**config.mk**
```make
export PLATFORM = sky130hd
export DESIGN_NAME = board_refresh_engine
export DESIGN_NICKNAME = d
export VERILOG_FILES = /design/src/rtl/board_pkg.sv /design/src/rtl/lfsr16.sv /design/src/rtl/board_refresh_engine.sv
export SDC_FILE = /design/constraint.sdc
export NUM_CORES = 2
export LEC_CHECK = 0
export ABC_CLOCK_PERIOD_IN_PS = 16910
export BUFFER_PORTS_ARGS = -buffer_cell sky130_fd_sc_hd__buf_2
export CAP_MARGIN = 20
export CORE_MARGIN = 5
export CORE_UTILIZATION = 40
export DETAILED_ROUTE_END_ITERATION = 8
export GPL_TIMING_DRIVEN = 0
export PLACE_DENSITY = 0.61
export SLEW_MARGIN = 25
export SYNTH_ARGS = -nofsm -noshare
export SYNTH_HDL_FRONTEND = slang
export SYNTH_SLANG_ARGS = --single-unit
```
**constraint.sdc**
```tcl
create_clock -name clk -period 16.91 [get_ports clk]
set_input_delay 0.8455 -clock clk [delete_from_list [all_inputs] [get_ports clk]]
set_output_delay 0.8455 -clock clk [all_outputs]
set_load 0.1 [all_outputs]
```
**src/rtl/board_pkg.sv**
```systemverilog
// Shared types, constants and helpers for the board refresh engine and its peers.
package board_pkg;

    localparam int ROWS_DEF  = 8;
    localparam int COLS_DEF  = 8;
    localparam int CB_DEF    = 3;
    localparam int MAX_LANES = 64;

    typedef logic [CB_DEF-1:0] cell_t;

    localparam cell_t       EMPTY             = '0;
    localparam logic [15:0] LFSR_TAPS         = 16'hB400;  // x^16 + x^14 + x^13 + x^11 + 1
    localparam logic [15:0] LFSR_DEFAULT_SEED = 16'hACE1;

    function automatic int cell_idx(input int r, input int c, input int cols);
        return r * cols + c;
    endfunction

    // Source lane for destination lane k when occupied lanes are packed toward
    // lane 0 in their original order; -1 means the destination is left empty.
    function automatic int pack_src(input logic [MAX_LANES-1:0] occ, input int k);
        int res;
        int seen;
        res  = -1;
        seen = 0;
        for (int i = 0; i < MAX_LANES; i++) begin
            if (occ[i]) begin
                if (seen == k) res = i;
                seen++;
            end
        end
        return res;
    endfunction

endpackage

```
**src/rtl/lfsr16.sv**
```systemverilog
// Seedable 16-bit Fibonacci LFSR with step enable; a zero seed falls back to the default.
module lfsr16 import board_pkg::*; #(
    parameter logic [15:0] SEED  = LFSR_DEFAULT_SEED,
    parameter int          OUT_W = 16
) (
    input  logic             clk,
    input  logic             rst,
    input  logic             load,
    input  logic [15:0]      load_val,
    input  logic             step,
    output logic [OUT_W-1:0] value
);

    localparam logic [15:0] RESET_VAL = (SEED == 16'h0) ? LFSR_DEFAULT_SEED : SEED;

    logic [15:0] state_reg;

    always_ff @(posedge clk or posedge rst) begin
        if (rst) begin
            state_reg <= RESET_VAL;
        end else if (load) begin
            state_reg <= (load_val == 16'h0) ? LFSR_DEFAULT_SEED : load_val;
        end else if (step) begin
            state_reg <= {state_reg[14:0], ^(state_reg & LFSR_TAPS)};
        end
    end

    assign value = state_reg[OUT_W-1:0];

endmodule

```
**src/rtl/board_refresh_engine.sv**
```systemverilog
// Gravity drop, optional empty-column compaction and optional random refill of a
// match-3 board, run as a start/busy/done sequenced operation.
module board_refresh_engine import board_pkg::*; #(
    parameter int          ROWS       = ROWS_DEF,
    parameter int          COLS       = COLS_DEF,
    parameter int          CB         = CB_DEF,
    parameter int          NUM_COLORS = 7,
    parameter logic [15:0] SEED       = LFSR_DEFAULT_SEED
) (
    input  logic                               clk,
    input  logic                               rst,
    input  logic                               start,
    input  logic [1:0]                         mode,
    input  logic [ROWS*COLS*CB-1:0]            board_in,
    input  logic                               seed_we,
    input  logic [15:0]                        seed_in,
    output logic                               busy,
    output logic                               done,
    output logic [ROWS*COLS*CB-1:0]            board_out,
    output logic [$clog2(ROWS*COLS+1)-1:0]     holes
);

    localparam int N  = ROWS * COLS;
    localparam int W  = N * CB;
    localparam int HW = $clog2(N + 1);
    localparam int NW = (N > 1) ? $clog2(N) : 1;
    localparam int CW = (COLS > 1) ? $clog2(COLS) : 1;
    localparam int RW = (ROWS > 1) ? $clog2(ROWS) : 1;

    typedef enum logic [2:0] {ST_IDLE, ST_DROP, ST_SHIFT, ST_FILL, ST_DONE} state_t;

    state_t          state_reg;
    logic [1:0]      mode_reg;
    logic [CW-1:0]   col_cnt_reg;
    logic [NW-1:0]   cell_cnt_reg;
    logic [CB-1:0]   brd_reg  [N];
    logic [CB-1:0]   brd_next [N];
    logic [W-1:0]    brd_flat_next;
    logic [HW-1:0]   hole_cnt;
    logic [7:0]      rand_byte;
    logic            lfsr_step;
    logic [CB-1:0]   fill_val;
    logic            last_col;
    logic            last_cell;
    logic            enter_done;

    logic [MAX_LANES-1:0] drop_occ;
    logic [MAX_LANES-1:0] shift_occ;
    logic [CB-1:0]        drop_col  [ROWS];
    int                   drop_src  [ROWS];
    int                   shift_src [COLS];

    lfsr16 #(.SEED(SEED), .OUT_W(8)) u_lfsr (
        .clk      (clk),
        .rst      (rst),
        .load     (seed_we && !busy),
        .load_val (seed_in),
        .step     (lfsr_step),
        .value    (rand_byte)
    );

    // Drop works bottom-up so that "pack toward lane 0" lands pieces on row ROWS-1.
    always_comb begin
        drop_occ  = '0;
        shift_occ = '0;
        for (int i = 0; i < ROWS; i++) begin
            drop_col[i] = brd_reg[NW'(cell_idx(ROWS - 1 - i, int'(col_cnt_reg), COLS))];
            drop_occ[i] = (drop_col[i] != CB'(EMPTY));
        end
        for (int c = 0; c < COLS; c++) begin
            for (int r = 0; r < ROWS; r++) begin
                if (brd_reg[NW'(cell_idx(r, c, COLS))] != CB'(EMPTY)) shift_occ[c] = 1'b1;
            end
        end
        for (int i = 0; i < ROWS; i++) drop_src[i] = pack_src(drop_occ, i);
        for (int c = 0; c < COLS; c++) shift_src[c] = pack_src(shift_occ, c);
    end

    always_comb begin
        hole_cnt = '0;
        for (int i = 0; i < N; i++) begin
            if (board_in[i*CB +: CB] == CB'(EMPTY)) hole_cnt = hole_cnt + HW'(1);
        end
    end

    always_comb begin
        brd_next  = brd_reg;
        lfsr_step = 1'b0;
        fill_val  = CB'(int'(rand_byte) % NUM_COLORS + 1);
        case (state_reg)
            ST_IDLE: begin
                if (start) begin
                    for (int i = 0; i < N; i++) brd_next[i] = board_in[i*CB +: CB];
                end
            end
            ST_DROP: begin
                for (int i = 0; i < ROWS; i++) begin
                    brd_next[NW'(cell_idx(ROWS - 1 - i, int'(col_cnt_reg), COLS))] =
                        (drop_src[i] >= 0) ? drop_col[RW'(drop_src[i])] : '0;
                end
            end
            ST_SHIFT: begin
                for (int c = 0; c < COLS; c++) begin
                    for (int r = 0; r < ROWS; r++) begin
                        brd_next[NW'(cell_idx(r, c, COLS))] = (shift_src[c] >= 0) ?
                            brd_reg[NW'(cell_idx(r, shift_src[c], COLS))] : '0;
                    end
                end
            end
            ST_FILL: begin
                if (brd_reg[cell_cnt_reg] == CB'(EMPTY)) begin
                    brd_next[cell_cnt_reg] = fill_val;
                    lfsr_step              = 1'b1;
                end
            end
            default: ;
        endcase
    end

    for (genvar gi = 0; gi < N; gi++) begin : g_flat
        assign brd_flat_next[gi*CB +: CB] = brd_next[gi];
    end

    assign last_col   = (col_cnt_reg == CW'(COLS - 1));
    assign last_cell  = (cell_cnt_reg == NW'(N - 1));
    // board_out is loaded from the final next-state so it is valid in the DONE cycle itself.
    assign enter_done = (state_reg == ST_DROP && last_col && mode_reg == 2'b00) ||
                        (state_reg == ST_SHIFT && !mode_reg[1]) ||
                        (state_reg == ST_FILL && last_cell);

    always_ff @(posedge clk or posedge rst) begin
        if (rst) begin
            state_reg    <= ST_IDLE;
            mode_reg     <= '0;
            col_cnt_reg  <= '0;
            cell_cnt_reg <= '0;
            busy         <= 1'b0;
            done         <= 1'b0;
            board_out    <= '0;
            holes        <= '0;
            for (int i = 0; i < N; i++) brd_reg[i] <= '0;
        end else begin
            brd_reg <= brd_next;
            done    <= 1'b0;
            if (enter_done) begin
                done      <= 1'b1;
                board_out <= brd_flat_next;
                state_reg <= ST_DONE;
            end
            case (state_reg)
                ST_IDLE: begin
                    if (start) begin
                        mode_reg     <= mode;
                        holes        <= hole_cnt;
                        col_cnt_reg  <= '0;
                        cell_cnt_reg <= '0;
                        busy         <= 1'b1;
                        state_reg    <= ST_DROP;
                    end
                end
                ST_DROP: begin
                    if (last_col) begin
                        col_cnt_reg <= '0;
                        if (mode_reg[0])      state_reg <= ST_SHIFT;
                        else if (mode_reg[1]) state_reg <= ST_FILL;
                    end else begin
                        col_cnt_reg <= col_cnt_reg + CW'(1);
                    end
                end
                ST_SHIFT: begin
                    if (mode_reg[1]) state_reg <= ST_FILL;
                end
                ST_FILL: begin
                    cell_cnt_reg <= last_cell ? '0 : cell_cnt_reg + NW'(1);
                end
                ST_DONE: begin
                    busy      <= 1'b0;
                    state_reg <= ST_IDLE;
                end
                default: state_reg <= ST_IDLE;
            endcase
        end
    end

endmodule

```
==> metrics.md <==
| Metric | Value |
|---|---|
| Setup WS post-layout | -18.17 ns |
| Die Wd | 333 um |
| Vias in the first global route | 46500 |
| Largest net degree at the start of global routing | 99 |
| Cells after Synth | 5318 |
| Final Wtd Congestion | 1.11 |
| Die height | 333 um |
| Top FF cell, synth | dfrtp_1 |
| Arrival @ worst endpoint | 35.56 ns |
| Area grow syn2layout | 19.7% |
| Top post-synthesis cells by count | nand2_1 (635), nor2_1 (436), a21oi_1 (420), dfrtp_1 (415), o21ai_0 (394) |
| Critical path class | primary input to flop |
| Synth cell types | 108 |
| Placed Instances | 7135 |
| Via/cell ratio | 6.72 |
| Vias | 49400 |
| Avg WL per Cell | 35.6 um |
| CTS tree | done |
| Post-synth EDFFs | 0 |
| Drc violations | 0 |
| Root buf cell | clkbuf_16 |
| Syn_nets | 5645 |
| Mapped Area | 41600 um2 |
| Buffers on Ports | 414 |
| Pins Over Slew Limit | 0 |
| Dominant cell type by area after synthesis | dfrtp_1 |
| Ranking of synthesized cells by area | dfrtp_1 (25%), mux2_2 (6.5%), nand2_1 (5.7%), a21oi_1 (5.1%), o21ai_0 (4.7%) |
| Slew HR | 12.4% |
| Tcrit/Tclk final | 207% |
| Routed WL | 262000 um |
| Final Setup Violations | 6 |
| Total gr overflow | 0 |
| Crit Path Max Fanout | 5 |
| Tightest Pin Transition | 1.31 ns |
| RSZ-0062 raised after global routing | true |
| Critical path's most frequent cell | ha_4 |
| I/O Pins | 415 |
| Fin nets | 6256 |
| Hold Vio Cnt, Final | 0 |
| Most common cell in the netlist | nand2_1 |
| Initial core utilization | 40.3% |
| Layout cell share with drive strength beyond 1 | 20.3% |
| Ys async rst share | 100% |
| Critical path required time | 17.39 ns |
| Status | finished, violations left |
| H-tree depth | 2 |
| Iteration-0 DRC Markers | 6292 |
| Detailed Place HPWL | 206000 um |
| Synth top area share | 25.0% |
| Crit path largest cell delay | 0.44 ns |
| Worst skew pair latency | 0.63 ns |
| Cts bufs inserted | 45 |
| Total Routing Usage GR | 44.5% |
| Ys Warns | 0 |
| Post-layout min period | 35.08 ns |
| Cts hold-fix bufs | 0 |
| Maxcap violations | 0 |
| Failing checks | negative setup slack |
| Non-Filler Instances | 7355 |
| Initial antenna violation count | 24 |
| First-pass GRT wire length | 356000 um |
| Slowest library cell on the worst path | or4_4 |
| Startpoint Class | primary input |
| Clock Skews | 0.0218 ns |
| Crit end category | flop |
| Rows | 118 |
| Worst Hold Class | primary input to asynchronous set/reset pin |
| Die ar. | 111000 um2 |
| ANT nets after route | 0 |
| Fmax | 0.0285 GHz |
| Sequential share of the synthesized area | 25.5% |
| CTS Buffer Depth | 3 |
| Reg clk slew, reported paths | 0.07 ns |
| FF+latch count, synth | 423 |
| CTS Sinks | 423 |
| Average size of a mapped cell | 7.82 um2 |
| Drt first pass iters | 9 |
| Core area | 103000 um2 |
==> cells by family after synthesis <==
kind of cell | after synthesis | synth area share, %
compound gates | 1692 | 26.1
buf+inv | 521 | 4.71
mux | 410 | 10.7
flops | 423 | 25.5
xor+xnor | 362 | 9.31
simple gates | 1793 | 20.3
fa+ha+maj | 117 | 3.51
==> worst max-delay path: cells and delay by family <==
family | cells | cell delay [ns]
buffers and inverters | 23 | 2.03
adders and majority gates | 59 | 15.19
muxes | 7 | 1.89
AOI/OAI and AO/OA | 56 | 7.53
xor gates and xnor gates | 1 | 0.19
and+or+nand+nor | 71 | 7.79
==> cells in the final DEF, fill, tap and decap left out, drive strengths merged, types with 108 or more instances in the layout <==
master,Yosys,layout
buf,24,588
o22ai,121,121
nand3,108,108
nor2,437,437
clkbuf,387,439
mux2i,166,166
dfrtp,415,415
xnor2,223,223
nand2,635,635
nor3,151,151
mux2,241,241
a31oi,177,177
inv,109,112
a21oi,421,421
o21ai,401,401
ha,112,112
==> path summary, 6_finish.rpt <==
path	cells past startpoint	slack (ns)	from	end
worst max-delay path	217	-18.17	board_in[3]	holes[5]$_DFFE_PP0P_
worst min-delay path	2	0.33	rst	busy$_DFFE_PP0P_
worst max register to register	38	4.18	col_cnt_reg[2]$_DFFE_PP0P_	board_out[80]$_DFFE_PP0P_
worst min register to register	2	0.48	u_lfsr.state_reg[11]$_DFFE_PP1P_	u_lfsr.state_reg[11]$_DFFE_PP1P_
max in group asynchronous	4	15.16	rst	brd_reg[81]$_DFF_PP0_
min in group clk	2	0.48	u_lfsr.state_reg[11]$_DFFE_PP1P_	u_lfsr.state_reg[11]$_DFFE_PP1P_
==> final cells by class <==
cell class | count | area (um2)
diodes | 10 | 25.0
plain buffers | 410 | 1570
clock buffers | 52 | 1190
clock inverters | 31 | 292
fillers | 10300 | 53600
inverters | 110 | 433
multi-input cells | 4374 | 30600
flip-flops and latches | 423 | 10600
well taps | 1380 | 1730
repair buffers | 565 | 3380
==> metal layers <==
metal  vias to the layer above  part of all wire [%]  track usage [%]
met4                        16                   8.9             30.8
met2                      3446                    42             67.7
met5                         -                 0.049           0.0426
met3                       997                    11             12.2
met1                     24100                    38             54.9
li1                      20900                     -                -
==> through the flow <==
step	hold slack (ns)	setup WS (ns)	setup TNS (ns)	util [%]	area [um2]
6_report	0.330	-18.17	-108.02	48.2	49800
5_1_grt	0.362	-19.72	-117.21	48.2	49800
4_1_cts	0.327	-18.24	-106.54	47.5	49100
3_5_place_dp	0.471	-22.76	-132.74	45.0	46500
3_3_place_gp	0.463	-22.37	-450.37	44.6	46100
2_1_floorplan	0.449	-18.15	-105.36	-	42300
==> repair_timing <==
action / in CTS / in global routing
setup endpoints to repair: 6 / 6
buffers inserted: 90 / 36
cloned: 0 / 0
pin swaps: 67 / 60
gates resized for setup: 82 / 55
Power is left out: the tool's default activity adds up to more than one toggle a clock period on the data nets, which glitch-free logic cannot reach.
